## src/rtl/mem_access_stage.sv

```systemverilog
// Memory-access pipeline stage: issues one load/store at a time over req/ack,
// stalls upstream while outstanding, aborts on timeout, registers write-back.
module mem_access_stage #(
    parameter int unsigned TIMEOUT = 15
) (
    input  logic        clock,
    input  logic        reset,
    input  logic        ex_mem_readmem,
    input  logic        ex_mem_writemem,
    input  logic [31:0] ex_mem_regb,
    input  logic        ex_mem_selwsource,
    input  logic [4:0]  ex_mem_regdest,
    input  logic        ex_mem_writereg,
    input  logic [31:0] ex_mem_wbvalue,
    output logic        mem_stall,
    output logic        mem_req,
    output logic        mem_we,
    output logic [31:0] mem_addr,
    output logic [31:0] mem_wdata,
    input  logic        mem_ack,
    input  logic [31:0] mem_rdata,
    output logic [4:0]  mem_wb_regdest,
    output logic        mem_wb_writereg,
    output logic [31:0] mem_wb_wbvalue,
    output logic        mem_err
);

    localparam int unsigned CW = $clog2(TIMEOUT + 1);
    localparam logic [CW-1:0] CNT_LAST = CW'(TIMEOUT - 1);

    typedef enum logic {
        S_IDLE = 1'b0,
        S_WAIT = 1'b1
    } state_t;

    state_t        r_state;
    state_t        w_state_nxt;
    logic [CW-1:0] r_cnt;
    logic          w_acc;
    logic          w_issue;
    logic          w_done;
    logic          w_abort;
    logic          w_count;
    logic          w_pass;

    assign w_acc = ex_mem_readmem | ex_mem_writemem;

    always_ff @(posedge clock or negedge reset) begin
        if (!reset) begin
            r_state <= S_IDLE;
        end else begin
            r_state <= w_state_nxt;
        end
    end

    // Next-state and step decode; ack wins over the timeout abort.
    always_comb begin
        w_state_nxt = r_state;
        mem_stall   = 1'b0;
        w_issue     = 1'b0;
        w_done      = 1'b0;
        w_abort     = 1'b0;
        w_count     = 1'b0;
        w_pass      = 1'b0;
        case (r_state)
            S_IDLE: begin
                if (w_acc) begin
                    mem_stall   = 1'b1;
                    w_issue     = 1'b1;
                    w_state_nxt = S_WAIT;
                end else begin
                    w_pass = 1'b1;
                end
            end
            S_WAIT: begin
                if (mem_ack) begin
                    w_done      = 1'b1;
                    w_state_nxt = S_IDLE;
                end else if (r_cnt == CNT_LAST) begin
                    w_abort     = 1'b1;
                    w_state_nxt = S_IDLE;
                end else begin
                    mem_stall = 1'b1;
                    w_count   = 1'b1;
                end
            end
            default: w_state_nxt = S_IDLE;
        endcase
    end

    always_ff @(posedge clock or negedge reset) begin
        if (!reset) begin
            r_cnt           <= '0;
            mem_req         <= 1'b0;
            mem_we          <= 1'b0;
            mem_addr        <= '0;
            mem_wdata       <= '0;
            mem_wb_regdest  <= '0;
            mem_wb_writereg <= 1'b0;
            mem_wb_wbvalue  <= '0;
            mem_err         <= 1'b0;
        end else begin
            if (w_pass) begin
                mem_wb_regdest  <= ex_mem_regdest;
                mem_wb_writereg <= ex_mem_writereg;
                mem_wb_wbvalue  <= ex_mem_wbvalue;
            end
            if (w_issue) begin
                mem_req         <= 1'b1;
                mem_we          <= ex_mem_writemem;
                mem_addr        <= {ex_mem_wbvalue[31:2], 2'b00};
                mem_wdata       <= ex_mem_regb;
                r_cnt           <= '0;
                mem_wb_writereg <= 1'b0;
            end
            if (w_done) begin
                mem_req         <= 1'b0;
                mem_wb_regdest  <= ex_mem_regdest;
                mem_wb_writereg <= ex_mem_writereg;
                mem_wb_wbvalue  <= ex_mem_selwsource ? mem_rdata : ex_mem_wbvalue;
            end
            if (w_count) begin
                r_cnt           <= r_cnt + CW'(1);
                mem_wb_writereg <= 1'b0;
            end
            // Timed-out access is dropped and flagged until reset.
            if (w_abort) begin
                mem_req         <= 1'b0;
                mem_err         <= 1'b1;
                mem_wb_writereg <= 1'b0;
            end
        end
    end

endmodule

```

## config.mk

```make
export PLATFORM = sky130hd
export DESIGN_NAME = mem_access_stage
export DESIGN_NICKNAME = d
export VERILOG_FILES = /design/src/rtl/mem_access_stage.sv
export SDC_FILE = /design/constraint.sdc
export NUM_CORES = 1
export LEC_CHECK = 0
export CAP_MARGIN = 5
export CORE_MARGIN = 2
export CORE_UTILIZATION = 42
export DETAILED_ROUTE_END_ITERATION = 8
export PLACE_DENSITY_LB_ADDON = 0.1
export REMOVE_ABC_BUFFERS = 1
export SETUP_SLACK_MARGIN = 0.1
export SLEW_MARGIN = 10
export SYNTH_ARGS = -nofsm -noshare
export SYNTH_HDL_FRONTEND = slang
export SYNTH_SLANG_ARGS = --single-unit
```

## constraint.sdc

```tcl
create_clock -name clock -period 2.05 [get_ports clock]
set_input_delay 0.3075 -clock clock [delete_from_list [all_inputs] [get_ports clock]]
set_output_delay 0.3075 -clock clock [all_outputs]
set_load 0.1 [all_outputs]
```

# [Word-level counts from Yosys, hierarchy flattened]
# Index checks and enable logic that the tools add are counted.
[word_totals] register_bits=108 out_inout_bits=106 elab_cells=46
[op_classes] n_addsub=1 eq_ne=1 mux=28 bitwise=2 n_reduce_logical=4
[op_table] op="$mux 32" count=3
[op_table] op="$mux 1" count=20
[op_table] op="$mux 5" count=2
[op_table] op="$mux 4" count=2
[op_table] op="$reduce_bool 5->1" count=1
[op_table] op="$add 4x1->4 const B" count=1
[op_table] op="$eq 4x4->1 const B" count=1
[op_table] op="$reduce_bool 2->1" count=2
[op_table] op="$reduce_bool 3->1" count=1
[op_table] op="$pmux 1 s2" count=1
[op_table] op="$not 1->1" count=1
[op_table] op="$or 1x1->1" count=1

# [Longest topological paths before layout]
# Gate-level depths: netlist (run 1).
[depth] word_depth=8 mapped_depth=5 depth_no_buf=5

# [Worst setup path before layout (run 1)]
# Ideal clock, no wire load.
[synth_timing] path_kind="register to register" from="reg r_cnt[0]" to="reg r_cnt[3]" setup_time_ns=0.203 arrival_ns=2.509 required_ns=1.847 path_slack_ns=-0.662 stages_incl_launch_ff=6 n_path_buf=0 period_less_slack_ns=2.712 path_cell_list="dfrtp_1 > inv_1 > ha_1 > and3_1 > o21ai_1 > o221ai_1"
[synth_between] elab_chain_cells=5 word_cells_on_any_way=7 classes_between="add/sub: 1; eq/ne: 1; mux: 4; reduce/logical: 1"
[synth_rtl] element="from (decl)" line="38" rtl="logic [CW-1:0] r_cnt;"
[synth_rtl] element="from (signal assigned)" line="123" rtl="r_cnt <= r_cnt + CW'(1);"
[synth_rtl] element="$eq 4x4->1" line="79" rtl="end else if (r_cnt == CNT_LAST) begin"
[synth_rtl] element="$mux 1" line="79"
[synth_rtl] element="$mux 1" line="76" rtl="if (mem_ack) begin"
[synth_rtl] element="$mux 1" line="65" rtl="case (r_state)"
[synth_rtl] element="$mux 4 or $reduce_bool 2->1 (tied branches)"
# Parallel ways exist; a longest one is shown, timed or not.
# A chain may end at the register's enable or synchronous reset.

# [Worst setup path in the final report (run 1)]
[layout_timing] from="reg r_cnt[0]" to="out mem_stall"
[layout_between] elab_chain_cells=4
[layout_rtl] element="$eq 4x4->1" line="79"
[layout_rtl] element="$mux 1" line="79"
[layout_rtl] element="$mux 1" line="76"
[layout_rtl] element="$pmux 1 s2" line="65"
[layout_rtl] element="to (decl)" line="15" rtl="output logic mem_stall,"
# Every way passes these cells.

==> results of run 1 <==
==> Yosys cell counts (all sizes together) (2+ instances only) <==
cell | count | area [um2]
dfrtp | 108 | 2700
o211ai | 2 | 15.0
nor2b | 3 | 18.8
o21ai | 4 | 20.0
ha | 2 | 25.0
nand2 | 3 | 11.3
buf | 16 | 129
nand3 | 4 | 32.5
inv | 4 | 15.0
mux2 | 132 | 1640
==> logic make-up (layout without fill, tap and decap cells) <==
family                   after synthesis  in the layout  share of synthesized area
buffers and inverters                 20            245                     0.0308
adder cells (fa/ha/maj)                2              2                    0.00535
AO/OA/AOI/OAI                         12             12                     0.0169
other                                  1              2                   0.000802
multiplexers                         132            132                      0.350
AND/OR/NAND/NOR                       14             14                     0.0187
flip-flops                           108            108                      0.578
==> layout make-up <==
class                      instances  area, um2
sequential                       108       2700
multi-input combinational        162       1880
inverter                           4       15.0
fill                             836       3810
clock inverter                     6       72.6
clock buffer                      10        128
timing repair buffer             225       2060
tap                              140        175
==> what timing repair did <==
item	CTS	global route
endpoints found under the hold margin	30	0
endpoints found under the setup margin	1	1
buffers inserted	1	1
hold buffers	1	0
resized for setup	4	2
pin swaps	1	1
==> metal layers <==
layer | wire, um | vias to the layer above
li1 | - | 1463
met1 | 4420 | 1580
met2 | 5260 | 144
met4 | 129 | 0
met3 | 1040 | 11
met5 | 0 | -
==> per-stage QoR <==
step	instance area [um2]	util
2_1_floorplan	4550	-
4_1_cts	7020	0.648
6_report	7030	0.648
5_1_grt	7030	0.648
3_3_place_gp	6790	0.626
3_5_place_dp	6790	0.626
==> sequential cells by signal, summed over array words and instances (netlist names) <==
register / flops
mem_wb_wbvalue: 32
mem_wdata: 32
mem_addr: 30
mem_wb_regdest: 5
r_cnt: 4
mem_err: 1
mem_req: 1
mem_wb_writereg: 1
mem_we: 1
r_state: 1
==> how the worst min path moves through the flow <==
stage,to,slack [ns],cells past startpoint
floorplan,mem_addr[10],0.01,0
global placement,mem_addr[23],0.28,1
detailed placement,mem_addr[23],0.29,1
CTS,mem_addr[26],0.43,2
global route,mem_addr[26],0.44,2
finish,mem_addr[23],0.42,2
==> metrics.yaml, run 1 <==
grt_pass1_vias: 3419
ys_ff_latch: 108
reg2reg_from: "r_state"
dr.pass1.iters: 4
status: "finished, final reports clean"
cts_tree: "done"
place_congestion: 0.781
worstPathCellList: "inv_2 > ha_2 > and3_4 > o21ai_4 > buf_12"
core_um2: 10800
grt-ovfl-total: 0
rows: 38
wl_per_cell_um: 16.6
drc: 0
die_h_um: 110
synth.avg_cell_area_um2: 16.2
syn-instance-count: 289
hold_viol_final: 0
root_buffer: "clkbuf_8"
met3_usage: 0.0599
antenna_found_initial: 0
dp_worst_setup_slack_ns: 0.0492
routed-via-count: 3198
startpoint: "r_cnt[0]"
antenna_cells: 0
setup_viol: 0
fp.dieW_um: 110
crit_path_end: "mem_stall"
cpMaxStageDelayCell: "dfrtp_1"
skew_ns: 0.0191
met2_usage: 0.312
fin_ws_ns: 0.170
fmax_ghz: 0.532
io_buffer_count: 211
grt_max_degree: 55
crit_buf_inv: 2
cap_violations: 0
required_ns: 1.74
reg2regPathDepth: 4
crit_fanout: 4
start_util: 0.432
reg2reg_to: "mem_wb_wbvalue[5]"
tns_ns: 0
slowest_delay_ns: 0.39
first_iter_violations: 98
yosys_warnings: 0
worst_setup_path_start_kind: "flip-flop"
cts-buffers-inserted: 9
critPathTopFamily: "flip-flops"
critPathKind: "flip-flop to output pin"
cp-end-kind: "output pin"
grt_busiest_layer: "met2"
finalNetCount: 620
path_clk_slew_ns: 0.11
async_reset_ff_frac: 1.00
timing.final.crit_share: 0.917
drive_gt1_frac: 0.392
antenna_left: 0
pin_count: 214
synth.distinct_cells: 26
cts.sinks: 108
dp_cells: 636
final_common_cell: "buf_4"
synth-edff-count: 0
clk_latency_ns: 0.36
dp_hpwl_um: 8340
hold_ws_ns: 0.421
final_cell_mix: "110 x buf_4, 108 x dfrtp_1, 106 x clkdlybuf4s50_1, 70 x mux2_1, 40 x mux2_4"
ys_seq_area_frac: 0.578
gr-usage-met1: 0.220
r2r_slack_ns: 0.42
grt_pass1_wl_um: 16900
rsz0062_at_grt: "false"
synth_ff_type: "dfrtp_1"
dieArea_um2: 12000
grt_usage: 0.183
cts.htree.levels: 3
finalNonFillerCells: 655
period_needed_ns: 1.88
synthToLayoutAreaGrowth_pct: 50.3
path_depth: 5
worstPathArrival_ns: 1.57
vias_per_cell: 4.88
hold_class: "primary input to async pin"
synthesis.area_um2: 4680
clockBufferDepth: 2
final_max_slew_viol_count: 0
wirelength_um: 10900
Power of run 1 is not shown: default switching activity piles up to over one toggle a cycle in this logic, so the estimate is an artifact.
==> run 2, diff against run 1 <==
Settings changed: SKIP_CTS_REPAIR_TIMING from default to 1, TNS_END_PERCENT from default to 30.
==> run 2 against run 1 <==
Final area down 0.11%. Die area unchanged. Largest cell class unchanged. Register-to-register slack is essentially flat. Critical path depth unchanged. Maximum frequency grew 1.6%. Flip-flop and latch count unchanged.
==> metrics.yaml, run 2 (synthesis results as in run 1) <==
cts-buffers-inserted: 9  # unchanged
slowest_delay_ns: 0.39  # about the same
grt_usage: 0.183  # -0.000381
antenna_found_initial: 0  # unchanged
drc: 0  # unchanged
first_iter_violations: 90  # -8.2%
reg2reg_from: "r_state"
cpMaxStageDelayCell: "dfrtp_1"
dp_hpwl_um: 8340  # unchanged
clockBufferDepth: 2  # unchanged
cp-end-kind: "output pin"
dr.pass1.iters: 3  # -1
timing.final.crit_share: 0.902  # -0.0148
fmax_ghz: 0.541  # +1.6%
reg2reg_to: "mem_wb_wbvalue[5]"
vias_per_cell: 4.85  # -0.57%
cts.htree.levels: 3  # unchanged
drive_gt1_frac: 0.391  # -0.00118
grt_pass1_wl_um: 16900  # -0.37%
cts_tree: "done"
setup_viol: 0  # unchanged
worstPathArrival_ns: 1.54  # -0.03 ns
r2r_slack_ns: 0.42  # about the same
rows: 38  # unchanged
fillers: 840  # +0.48%
finalNetCount: 619  # -0.16%
worstPathCellList: "inv_2 > ha_2 > and3_4 > o21ai_4 > buf_12"
clk_latency_ns: 0.36  # about the same
grt-ovfl-total: 0  # unchanged
core_um2: 10800  # unchanged
cts.sinks: 108  # unchanged
final_max_slew_viol_count: 0  # unchanged
die_h_um: 110  # unchanged
start_util: 0.432  # unchanged
final_cell_mix: "109 x buf_4, 108 x dfrtp_1, 106 x clkdlybuf4s50_1, 70 x mux2_1, 40 x mux2_4"
reg2regPathDepth: 4  # unchanged
fp.dieW_um: 110  # unchanged
hold_class: "primary input to async pin"
dieArea_um2: 12000  # unchanged
root_buffer: "clkbuf_8"
cap_violations: 0  # unchanged
skew_ns: 0.0174  # -0.00173 ns
rsz0062_at_grt: "false"
place_congestion: 0.781  # unchanged
grt_max_degree: 55  # unchanged
hold_viol_final: 0  # unchanged
wl_per_cell_um: 16.6  # +0.40%
multi_input_area_um2: 1880  # unchanged
crit_path_end: "mem_stall"
io_buffer_count: 211  # unchanged
synthToLayoutAreaGrowth_pct: 50.1
pin_count: 214  # unchanged
antenna_cells: 0  # unchanged
grt_pass1_vias: 3392  # -0.79%
required_ns: 1.74  # about the same
largest_registers: "mem_wb_wbvalue (32), mem_wdata (32), mem_addr (30)"
worst_setup_path_start_kind: "flip-flop"
wirelength_um: 10900  # +0.25%
routed-via-count: 3175  # -0.72%
dp_cells: 636  # unchanged
status: "finished, final reports clean"
final_common_cell: "buf_4"
critPathKind: "flip-flop to output pin"
crit_fanout: 4  # unchanged
startpoint: "r_cnt[0]"
antenna_left: 0  # unchanged
period_needed_ns: 1.85  # -0.0303 ns
finalNonFillerCells: 654  # -0.15%
path_clk_slew_ns: 0.11  # about the same
seq_area_um2: 2700  # unchanged
==> run 2: changes by cell type in the layout (fill, tap and decap cells not counted), sizes merged <==
cell and delta:
buf -1
==> run 2: per-layer routing <==
layer | vias to the layer above | track usage | part of all wire
met1 | 1572 | 0.220 | 0.41
met3 | 4 | 0.0599 | 0.093
li1 | 1460 | - | -
met2 | 139 | 0.311 | 0.49
met5 | - | 0 | 0
met4 | 0 | 0.0579 | 0.0068
==> run 2: worst min path at each step <==
stage	startpoint	slack (ns)	end	cells after the start
6_report	reset	0.42	mem_addr[23]	2
5_1_grt	reset	0.44	mem_addr[26]	2
4_1_cts	reset	-0.12	mem_addr[26]	1
3_5_place_dp	reset	0.29	mem_addr[23]	1
3_3_place_gp	reset	0.28	mem_addr[23]	1
2_1_floorplan	reset	0.01	mem_addr[10]	0
==> run 2: stage by stage <==
step                      hold slack (ns)  setup WS (ns)   util  area, um2  TNS [ns]
after floorplan                    0.0119          -4.47      -       4550   -234.39
after global placement              0.282         0.0952  0.626       6790         0
after detailed placement            0.286         0.0492  0.626       6790         0
after CTS                          -0.120        -0.0856  0.644       6990   -0.0856
after global routing                0.437          0.127  0.648       7020         0
final                               0.421          0.200  0.648       7020         0
==> run 2: worst max-delay path: cells and delay by family (launching register included) <==
| kind | cells | cell delay [ns] |
|---|---|---|
| DFF | 1 | 0.39 |
| and+or+nand+nor | 1 | 0.20 |
| buffers and inverters | 2 | 0.25 |
| AOI/OAI and AO/OA | 1 | 0.16 |
| adders and majority gates | 1 | 0.18 |
==> run 2: layout make-up <==
| class | count | share of cell area |
|---|---|---|
| inverter | 4 | 0.00214 |
| clock inverter | 6 | 0.0103 |
| tap | 140 | 0.0249 |
| clock buffer | 10 | 0.0182 |
| timing repair buffer | 224 | 0.292 |
| sequential | 108 | 0.385 |
| multi-input combinational | 162 | 0.268 |
Power of run 2 is left out for the same reason.
